==> config.mk <==
export PLATFORM = sky130hd
export DESIGN_NAME = load_store_unit
export DESIGN_NICKNAME = d
export VERILOG_FILES = /design/src/rtl/lsu_pkg.sv /design/src/rtl/lsu_align.sv /design/src/rtl/load_store_unit.sv
export SDC_FILE = /design/constraint.sdc
export NUM_CORES = 1
export LEC_CHECK = 0
export ABC_AREA = 1
export BUFFER_PORTS_ARGS = -buffer_cell sky130_fd_sc_hd__buf_2
export CAP_MARGIN = 40
export CORE_ASPECT_RATIO = 0.9
export CORE_UTILIZATION = 50
export DETAILED_ROUTE_END_ITERATION = 12
export MAX_ROUTING_LAYER = met4
export PLACE_DENSITY = 0.73
export SETUP_SLACK_MARGIN = 0.5
export SKIP_LAST_GASP = 1
export SLEW_MARGIN = 20
export SYNTH_ARGS = -nofsm -noshare
export SYNTH_HDL_FRONTEND = slang
export SYNTH_SLANG_ARGS = --single-unit
==> constraint.sdc <==
create_clock -name clk -period 5.2 [get_ports clk]
set_input_delay 1.04 -clock clk [delete_from_list [all_inputs] [get_ports clk]]
set_output_delay 1.04 -clock clk [all_outputs]
set_load 0.01 [all_outputs]
==> src/rtl/lsu_pkg.sv <==
// Shared definitions for the load/store unit.
//   - RV32I funct3 codes for loads and stores
//   - FSM state encoding
//   - error cause encoding (only "none vs. any" leaves the block today;
//     the individual causes are kept for a future cause output)
//   - lsu_check: request legality check in priority order
package lsu_pkg;

  localparam logic [2:0] F3_B  = 3'b000;
  localparam logic [2:0] F3_H  = 3'b001;
  localparam logic [2:0] F3_W  = 3'b010;
  localparam logic [2:0] F3_BU = 3'b100;
  localparam logic [2:0] F3_HU = 3'b101;

  typedef enum logic [2:0] {
    S_IDLE   = 3'd0,
    S_LOAD   = 3'd1,
    S_RMW_RD = 3'd2,
    S_STORE  = 3'd3,
    S_RESP   = 3'd4
  } lsu_state_t;

  typedef enum logic [1:0] {
    ERR_NONE     = 2'd0,
    ERR_FUNCT3   = 2'd1,
    ERR_MISALIGN = 2'd2,
    ERR_RANGE    = 2'd3
  } lsu_err_t;

  // Checks are ordered: illegal funct3 first, then alignment, then range.
  // Unsigned variants exist only for loads.
  function automatic lsu_err_t lsu_check(input logic       write,
                                         input logic [2:0] funct3,
                                         input logic [1:0] addr_lo,
                                         input logic       range_bad);
    lsu_err_t cause;
    logic     legal;
    legal = (funct3 == F3_B) || (funct3 == F3_H) || (funct3 == F3_W) ||
            (!write && ((funct3 == F3_BU) || (funct3 == F3_HU)));
    cause = ERR_NONE;
    if (!legal)
      cause = ERR_FUNCT3;
    else if ((((funct3 == F3_H) || (funct3 == F3_HU)) && addr_lo[0]) ||
             ((funct3 == F3_W) && (addr_lo != 2'b00)))
      cause = ERR_MISALIGN;
    else if (range_bad)
      cause = ERR_RANGE;
    return cause;
  endfunction

endpackage

==> src/rtl/lsu_align.sv <==
// Combinational lane logic shared by the load and read-modify-write paths.
// Ports:
//   i_word    : word read from memory
//   i_addr_lo : byte offset within the word
//   i_funct3  : access size / signedness
//   i_wdata   : store data (low byte / halfword used for SB / SH)
//   o_load    : selected lane, sign- or zero-extended to 32 bits
//   o_merged  : i_word with the store lane replaced (i_wdata for SW)
module lsu_align
  import lsu_pkg::*;
(
  input  logic [31:0] i_word,
  input  logic [1:0]  i_addr_lo,
  input  logic [2:0]  i_funct3,
  input  logic [31:0] i_wdata,
  output logic [31:0] o_load,
  output logic [31:0] o_merged
);

  logic [7:0]  w_byte;
  logic [15:0] w_half;

  assign w_byte = i_word[{i_addr_lo, 3'b000} +: 8];
  assign w_half = i_addr_lo[1] ? i_word[31:16] : i_word[15:0];

  always_comb begin
    o_load = i_word;
    case (i_funct3)
      F3_B:    o_load = {{24{w_byte[7]}}, w_byte};
      F3_BU:   o_load = {24'd0, w_byte};
      F3_H:    o_load = {{16{w_half[15]}}, w_half};
      F3_HU:   o_load = {16'd0, w_half};
      default: o_load = i_word;
    endcase
  end

  always_comb begin
    o_merged = i_word;
    case (i_funct3)
      F3_B:    o_merged[{i_addr_lo, 3'b000} +: 8]      = i_wdata[7:0];
      F3_H:    o_merged[{i_addr_lo[1], 4'b0000} +: 16] = i_wdata[15:0];
      default: o_merged = i_wdata;
    endcase
  end

endmodule

==> src/rtl/load_store_unit.sv <==
// Load/store unit: initiator side of a word-indexed data memory.
// Accepts one request at a time, performs RV32I B/H/W loads with extension,
// and implements B/H stores as read-modify-write because the memory only
// writes whole words.
// Handshakes: a transfer happens on a rising edge where valid && ready are
// both high; the initiator holds its payload stable while valid && !ready.
// Ports:
//   clk, reset      : clock, asynchronous active-low reset
//   req_*           : request channel from the core (valid/ready)
//   rsp_*           : response channel to the core (valid/ready)
//   MemRead/MemWrite: memory strobes, decoded from state only
//   direccion       : word index of the latched address
//   escritura_datos : registered write word
//   leer_datos      : combinational memory read data
//   dbg_state       : current FSM state
module load_store_unit
  import lsu_pkg::*;
#(
  parameter int MEM_WORDS = 32,
  parameter int ADDR_W    = 32
) (
  input  logic              clk,
  input  logic              reset,
  input  logic              req_valid,
  output logic              req_ready,
  input  logic              req_write,
  input  logic [2:0]        req_funct3,
  input  logic [ADDR_W-1:0] req_addr,
  input  logic [31:0]       req_wdata,
  output logic              rsp_valid,
  input  logic              rsp_ready,
  output logic [31:0]       rsp_rdata,
  output logic              rsp_err,
  output logic              MemRead,
  output logic              MemWrite,
  output logic [31:0]       direccion,
  output logic [31:0]       escritura_datos,
  input  logic [31:0]       leer_datos,
  output logic [2:0]        dbg_state
);

  lsu_state_t        r_state;
  lsu_state_t        w_next_state;
  logic [ADDR_W-1:0] r_addr;
  logic [2:0]        r_funct3;
  logic [31:0]       r_wdata;
  logic              r_write;
  logic [31:0]       r_rdata;
  logic              r_err;
  logic [31:0]       r_wr_data;

  logic [ADDR_W-3:0] w_idx;
  logic              w_range_bad;
  lsu_err_t          w_cause;
  logic              w_accept;
  logic [31:0]       w_load;
  logic [31:0]       w_merged;

  assign w_idx       = req_addr[ADDR_W-1:2];
  assign w_range_bad = (64'(w_idx) >= 64'(MEM_WORDS));
  assign w_cause     = lsu_check(req_write, req_funct3, req_addr[1:0], w_range_bad);
  assign w_accept    = req_valid && (r_state == S_IDLE);

  lsu_align u_align (
    .i_word    (leer_datos),
    .i_addr_lo (r_addr[1:0]),
    .i_funct3  (r_funct3),
    .i_wdata   (r_wdata),
    .o_load    (w_load),
    .o_merged  (w_merged)
  );

  always_ff @(posedge clk or negedge reset) begin
    if (!reset) r_state <= S_IDLE;
    else        r_state <= w_next_state;
  end

  always_comb begin
    w_next_state = r_state;
    req_ready    = 1'b0;
    rsp_valid    = 1'b0;
    MemRead      = 1'b0;
    MemWrite     = 1'b0;
    case (r_state)
      S_IDLE: begin
        req_ready = 1'b1;
        if (req_valid) begin
          if (w_cause != ERR_NONE)   w_next_state = S_RESP;
          else if (!req_write)       w_next_state = S_LOAD;
          else if (req_funct3 == F3_W) w_next_state = S_STORE;
          else                       w_next_state = S_RMW_RD;
        end
      end
      S_LOAD: begin
        MemRead      = 1'b1;
        w_next_state = S_RESP;
      end
      S_RMW_RD: begin
        MemRead      = 1'b1;
        w_next_state = S_STORE;
      end
      S_STORE: begin
        MemWrite     = 1'b1;
        w_next_state = S_RESP;
      end
      S_RESP: begin
        rsp_valid = 1'b1;
        if (rsp_ready) w_next_state = S_IDLE;
      end
      default: w_next_state = S_IDLE;
    endcase
  end

  always_ff @(posedge clk or negedge reset) begin
    if (!reset) begin
      r_addr    <= '0;
      r_funct3  <= '0;
      r_wdata   <= '0;
      r_write   <= 1'b0;
      r_rdata   <= '0;
      r_err     <= 1'b0;
      r_wr_data <= '0;
    end else begin
      case (r_state)
        S_IDLE: begin
          if (w_accept) begin
            r_addr   <= req_addr;
            r_funct3 <= req_funct3;
            r_wdata  <= req_wdata;
            r_write  <= req_write;
            // Stores and errors respond with zero data.
            r_rdata  <= '0;
            r_err    <= (w_cause != ERR_NONE);
            if ((w_cause == ERR_NONE) && req_write && (req_funct3 == F3_W))
              r_wr_data <= req_wdata;
          end
        end
        S_LOAD: begin
          if (!r_write) r_rdata <= w_load;
        end
        S_RMW_RD: r_wr_data <= w_merged;
        default: ;
      endcase
    end
  end

  assign direccion       = 32'(r_addr[ADDR_W-1:2]);
  assign escritura_datos = r_wr_data;
  assign rsp_rdata       = r_rdata;
  assign rsp_err         = r_err;
  assign dbg_state       = r_state;

endmodule

* Word level (Yosys, flattened, before mapping)
Cells that the tools add are included.
** Storage, ports and cells
- Bits in registers :: 136
- Output and inout port bits :: 104
- Word-level logic and storage cells :: 83
** Operators by class
- Add/sub/neg operators :: 2
- Order comparisons :: 1
- Equal/unequal tests :: 16
- Shifts and indexed selects :: 5
- Mux-type cells :: 24
- Reductions and logical operators :: 27
** Operator list (count)
- $pmux W32 S2 :: 3
- $mux W32 :: 4
- $pmux W32 S4 :: 1
- $bwmux W32 :: 2
- $shift A16 B7 Y32 const A :: 1
- $shift A8 B7 Y32 const A :: 1
- $shiftx A16 B7 Y32 :: 1
- $shiftx A32 B6 Y8 :: 1
- $shiftx A8 B7 Y32 :: 1
- $ge A30 B6 Y1 const B :: 1
- $mux W16 :: 1
- $eq A3 B3 Y1 const B :: 5
- $neg A5 Y7 :: 2
- $pmux W3 S4 :: 1
- $eq A3 B1 Y1 const B :: 3
- $eq A3 B2 Y1 const B :: 3
- $logic_not A3 Y1 :: 3
- $mux W3 :: 3
- $mux W2 :: 4
- $ne A2 B2 Y1 const B :: 4
- $reduce_bool A2 Y1 :: 4
- $logic_and A1 B1 Y1 :: 6
- $logic_or A1 B1 Y1 :: 6
- $reduce_and A3 Y1 :: 2
- other kinds (6) :: 12

* Depth between registers and ports, before layout
- Word-level depth :: 12
- Mapped depth :: 15
- Gate-level depth less buffers :: 11

* Cells and area by module
A second synthesis with hierarchy kept.
** Unflattened totals
- Cells, all modules :: 1290
- Area, all modules :: 8608.3 sq um
** Modules (own cells, without submodules)
- load_store_unit :: instances 1, cells an instance 738, area each 6148.4 sq um, seq. area each 3403.3 sq um
- lsu_align :: instances 1, cells an instance 552, area each 2459.9 sq um, seq. area each 0.0 sq um

* Worst setup path before layout
OpenSTA, ideal clock, no wires.
- Path type :: reg2out
- Start point :: reg r_state[2], in the netlist dbg_state[2]
- End point :: out MemRead
- Data arrival time :: 1.150 ns
- Path slack :: 3.010 ns
- Cell stages (with the launch flop) :: 5
- Buffers on the path :: 1
- Cells stage by stage :: dfrtp_1 > clkinv_1 > nand3_2 > clkbuf_1 > nand2_1
** Between the ends
- Longest elaborated chain between the ends :: 3
- Elaborated cells on any way between the ends :: 4
- Classes of those cells :: eq/ne (2); mux (1); reduce/logical (1)
** Ends and longest elaborated chain
- start: declaration :: RTL line load_store_unit.sv:42 : lsu_state_t r_state;
- start signal: assignment :: RTL line load_store_unit.sv:75 : else r_state <= w_next_state;
- $eq A3 B2 Y1 / $eq A3 B1 Y1 (equally long branches) :: RTL line load_store_unit.sv:84 : case (r_state)
- $reduce_or A2 Y1 (no source line) (*)
- $mux W1 (*) :: RTL line load_store_unit.sv:84
- end: declaration :: RTL line load_store_unit.sv:34 : output logic MemRead,
Mark *: on every way between the ends. The rest lies on a longest branch, timed or not.

* Worst setup path after layout
- Start point :: in req_addr[9]
- End point :: reg r_wr_data[12], in the netlist escritura_datos[12]
** Between the ends
- Longest elaborated chain between the ends :: 9
** Ends and longest elaborated chain
- start: declaration :: RTL line load_store_unit.sv:28 : input logic [ADDR_W-1:0] req_addr,
- $ge A30 B6 Y1 :: RTL line load_store_unit.sv:60 : assign w_range_bad = (64'(w_idx) >= 64'(MEM_WORDS));
- $mux W2 :: RTL line lsu_pkg.sv:46 : else if (range_bad)
- $mux W2 :: RTL line lsu_pkg.sv:43 : else if ((((funct3 == F3_H) || (funct3 == F3_HU)) && addr_lo[0]) ||
- $mux W2 :: RTL line lsu_pkg.sv:41 : if (!legal)
- $logic_not A2 Y1 :: RTL line load_store_unit.sv:134 : if ((w_cause == ERR_NONE) && req_write && (req_funct3 == F3_W))
- $logic_and A1 B1 Y1 (2 in a row) :: RTL line load_store_unit.sv:134
- $ne A2 B1 Y1 (no source line)
- $reduce_and A3 Y1 (no source line)
- end signal: assignment :: RTL line load_store_unit.sv:135 : r_wr_data <= req_wdata;
- end signal: assignment :: RTL line load_store_unit.sv:141 : S_RMW_RD: r_wr_data <= w_merged;
- end: declaration :: RTL line load_store_unit.sv:50 : logic [31:0] r_wr_data;
Every way passes these cells.
A chain may end at the register's enable or synchronous reset.

==> key figures <==
GRT
  – GR Overflow Total: 0
  – First-pass GRT wire length: 38,720 um
  – Global Route Usage Sum: 0.3199
  – Vias in the first global route: 7,485
  – Number of antenna violations at the first check in global routing: 1
  – Largest net degree at the start of global routing: 81

STA
  – Setup repair after global routing missed its margin: no
  – Actual slew at the worst max-slew pin: 0.6461 ns
  – Sum of negative setup slack: 0 ns
  – Final setup violating endpoints: 0
  – Final number of max-transition violations: 0
  – Normalized max-slew margin: 0.5693
  – Post-Route Skew: 0.009499 ns
  – Count of final hold-check violations: 0
  – Portion of the clock cycle consumed by the worst path in the final layout: 0.5786
  – Top achievable clock speed: 0.3323 GHz
  – Min Clock Period, post-route: 3.009 ns

Flow run
  – Number of violations of the max-capacitance limit: 0

Synthesis
  – Synth top area share: 0.4243
  – Netlist area before placement: 8020 um^2
  – Cell variety after synth: 31
  – Post-synthesis area per instance: 6.992 um^2
  – Top cells by area, synth: sky130_fd_sc_hd__dfrtp_1 (42%), sky130_fd_sc_hd__nand2_1 (19%), sky130_fd_sc_hd__a21oi_1 (7.4%)
  – Number of warnings reported in the yosys synthesis log: 0
  – Cell taking the most area after synthesis: sky130_fd_sc_hd__dfrtp_1
  – Yosys reg bits: 136
  – Fraction of the yosys area taken by sequential cells: 0.4243
  – Mapped Cells: 1,147

Setup path
  – Path depth of the worst reg2reg path: 11
  – Category of the critical setup timing path: in2reg
  – Worst path required time: 5.52 ns
  – Sort of element at the start of the critical path: primary input
  – Top fanout value on the critical path: 33
  – Capturing element type of the critical path: flop
  – Data arrival time of the critical path: 3.33 ns

Clock network
  – Clock tree from TritonCTS: built
  – TritonCTS sink count: 136
  – CTS Hold Bufs: 0
  – Clock root buffer master: sky130_fd_sc_hd__clkbuf_16
  – Clock-pin transition on the worst setup and hold timing paths: 0.06 ns
  – Worst skew pair latency: 0.44 ns
  – Gates resized, CTS repair: 0
  – Maximum clock path buffer count: 2
  – Post-CTS setup repair buffer count: 0
  – Inserted Clock Buffers: 17
  – # H-tree levels: 4

Routing
  – Wire length the detailed router placed on met1: 10,850 um
  – Top routing layer used: met4
  – WL final: 24,830 um
  – WL per Instance: 16.48 um
  – ANT nets after route: 0
  – Mean number of vias per cell: 5.393
  – Count of TritonRoute iterations in the first routing pass: 7
  – Met2 wire length: 11,230 um
  – Number of vias in the routed layout: 8,128
  – Remaining routing DRC violations: 0
  – Total met3 wirelength after detailed routing: 2191 um
  – Initial detailed-routing violation count: 870

Die
  – Site row count: 43
  – Full die area: 16,550 um^2
  – Height of the die: 122.2 um
  – Standard cell core area: 15,550 um^2
  – IO Count: 208
  – Starting utilization of the core area: 0.5158
  – Floorplan die width: 135.5 um

Layout
  – NumNets Final: 1,401
  – Area of the multi-input gates: 3731 um^2
  – Synth-to-Final Area Change: 18.80%
  – Most frequent cells in the layout: sky130_fd_sc_hd__nand2_1 (410), sky130_fd_sc_hd__buf_2 (204), sky130_fd_sc_hd__dfrtp_1 (136), sky130_fd_sc_hd__a21oi_1 (119), sky130_fd_sc_hd__o21ai_0 (101)
  – Sequential cell area in the final layout: 3403 um^2
  – Most common cell after layout, fill and taps aside: sky130_fd_sc_hd__nand2_1
  – Fraction of layout cells with a size suffix above 1: 0.2101
  – Filler cells: 1,493

Place
  – Final estimated routing congestion in global placement: 0.9456
  – Total half-perimeter wirelength after legalization and detailed placement: 18,270 um
  – IO buf count: 205

Pwr
  – Pwr Density: 494.9 nW/um^2
  – Post-layout total power: 4.715 mW
  – VDD IR max: 0.3188 mV
  – Leak Pwr: 5.215 nW

Outcome
  – Outcome: complete, no violations

Min path
  – Hold Path Class: in2async
critical path: stages:
cell	delay, ns
sky130_fd_sc_hd__buf_2	0.10
sky130_fd_sc_hd__nor2_1	0.18
sky130_fd_sc_hd__nand2_1	0.08
sky130_fd_sc_hd__nor2_1	0.09
sky130_fd_sc_hd__nand2_1	0.07
sky130_fd_sc_hd__nor2_2	0.15
sky130_fd_sc_hd__nand3_1	0.16
sky130_fd_sc_hd__nand2_2	0.48
sky130_fd_sc_hd__nand2_1	0.53
sky130_fd_sc_hd__buf_8	0.32
sky130_fd_sc_hd__nand2_1	0.06
sky130_fd_sc_hd__nand2_1	0.05
metrics by stage:
| stage | util | std cells | setup slack [ns] | area (um^2) | hold slack, ns |
|---|---|---|---|---|---|
| after floorplan | - | 1148 | 3.010 | 8024 | 0.4500 |
| after global placement | 0.5663 | 1469 | 1.723 | 8806 | 0.4533 |
| after detailed placement | 0.5709 | 1472 | 1.780 | 8876 | 0.4576 |
| after CTS | 0.6086 | 1503 | 2.200 | 9463 | 0.4535 |
| after global routing | 0.6128 | 1507 | 1.933 | 9528 | 0.4596 |
| final | 0.6128 | 1507 | 2.191 | 9528 | 0.4527 |
synth_stat cells (all sizes together):
library cell and count:
buf 69, clkbuf 22, o211ai 4, inv 90
nor3 3, conb 1, nand4 4, a21oi 120
dfrtp 136, o21ai 115, nand3 89, ha 5
clkinv 3, nor2 50, a211oi 7, o22ai 8
o31ai 1, nand2 420
per-layer routing:
metal  vias to the layer above  global-route usage
met4                         0              0.1011
met3                        52             0.07948
met2                       354              0.4712
met1                      3760              0.4318
li1                       3962                   -
met5                         -                   -
power by group:
group	internal (mW)	switching, mW	leakage (nW)
registers	1.32	0.210	1.75
logic	0.594	1.36	3.18
clock network	0.716	0.511	0.284
total	2.63	2.08	5.22
registers in the layout, indices dropped and copies added, names as in the netlist:
name and count:
r_addr 32, rsp_rdata 32, r_write 1, r_wdata 32, rsp_err 1, r_funct3 3
dbg_state 3, escritura_datos 32
cell families (layout without fill, tap and decap cells):
group	after synthesis	in the layout	synth area share
other cells	1	3	0.0004676
simple gates	566	566	0.2900
compound gates	255	255	0.1665
flops	136	136	0.4243
buf+inv	184	340	0.1109
fa+ha+maj	5	5	0.007800
area by class of cell:
type | instances | area share
clock buffer | 17 | 0.04465
antenna | 1 | 0.0002626
clock inverter | 14 | 0.01694
timing repair buffer | 216 | 0.1262
sequential | 136 | 0.3572
inverter | 93 | 0.03664
tap | 202 | 0.02653
multi-input combinational | 828 | 0.3916
worst paths after layout:
kind / to / from / slack, ns
hold / removal: rsp_rdata[20] / reset / 0.45
setup reg to reg: escritura_datos[25] / r_addr[1] / 2.35
min in group clk: escritura_datos[13] / escritura_datos[13] / 0.47
setup / recovery: escritura_datos[12] / req_addr[9] / 2.19
max in group asynchronous: escritura_datos[5] / reset / 4.05
hold reg to reg: escritura_datos[13] / escritura_datos[13] / 0.47
No activity file was read; power rests on OpenSTA's default activity.
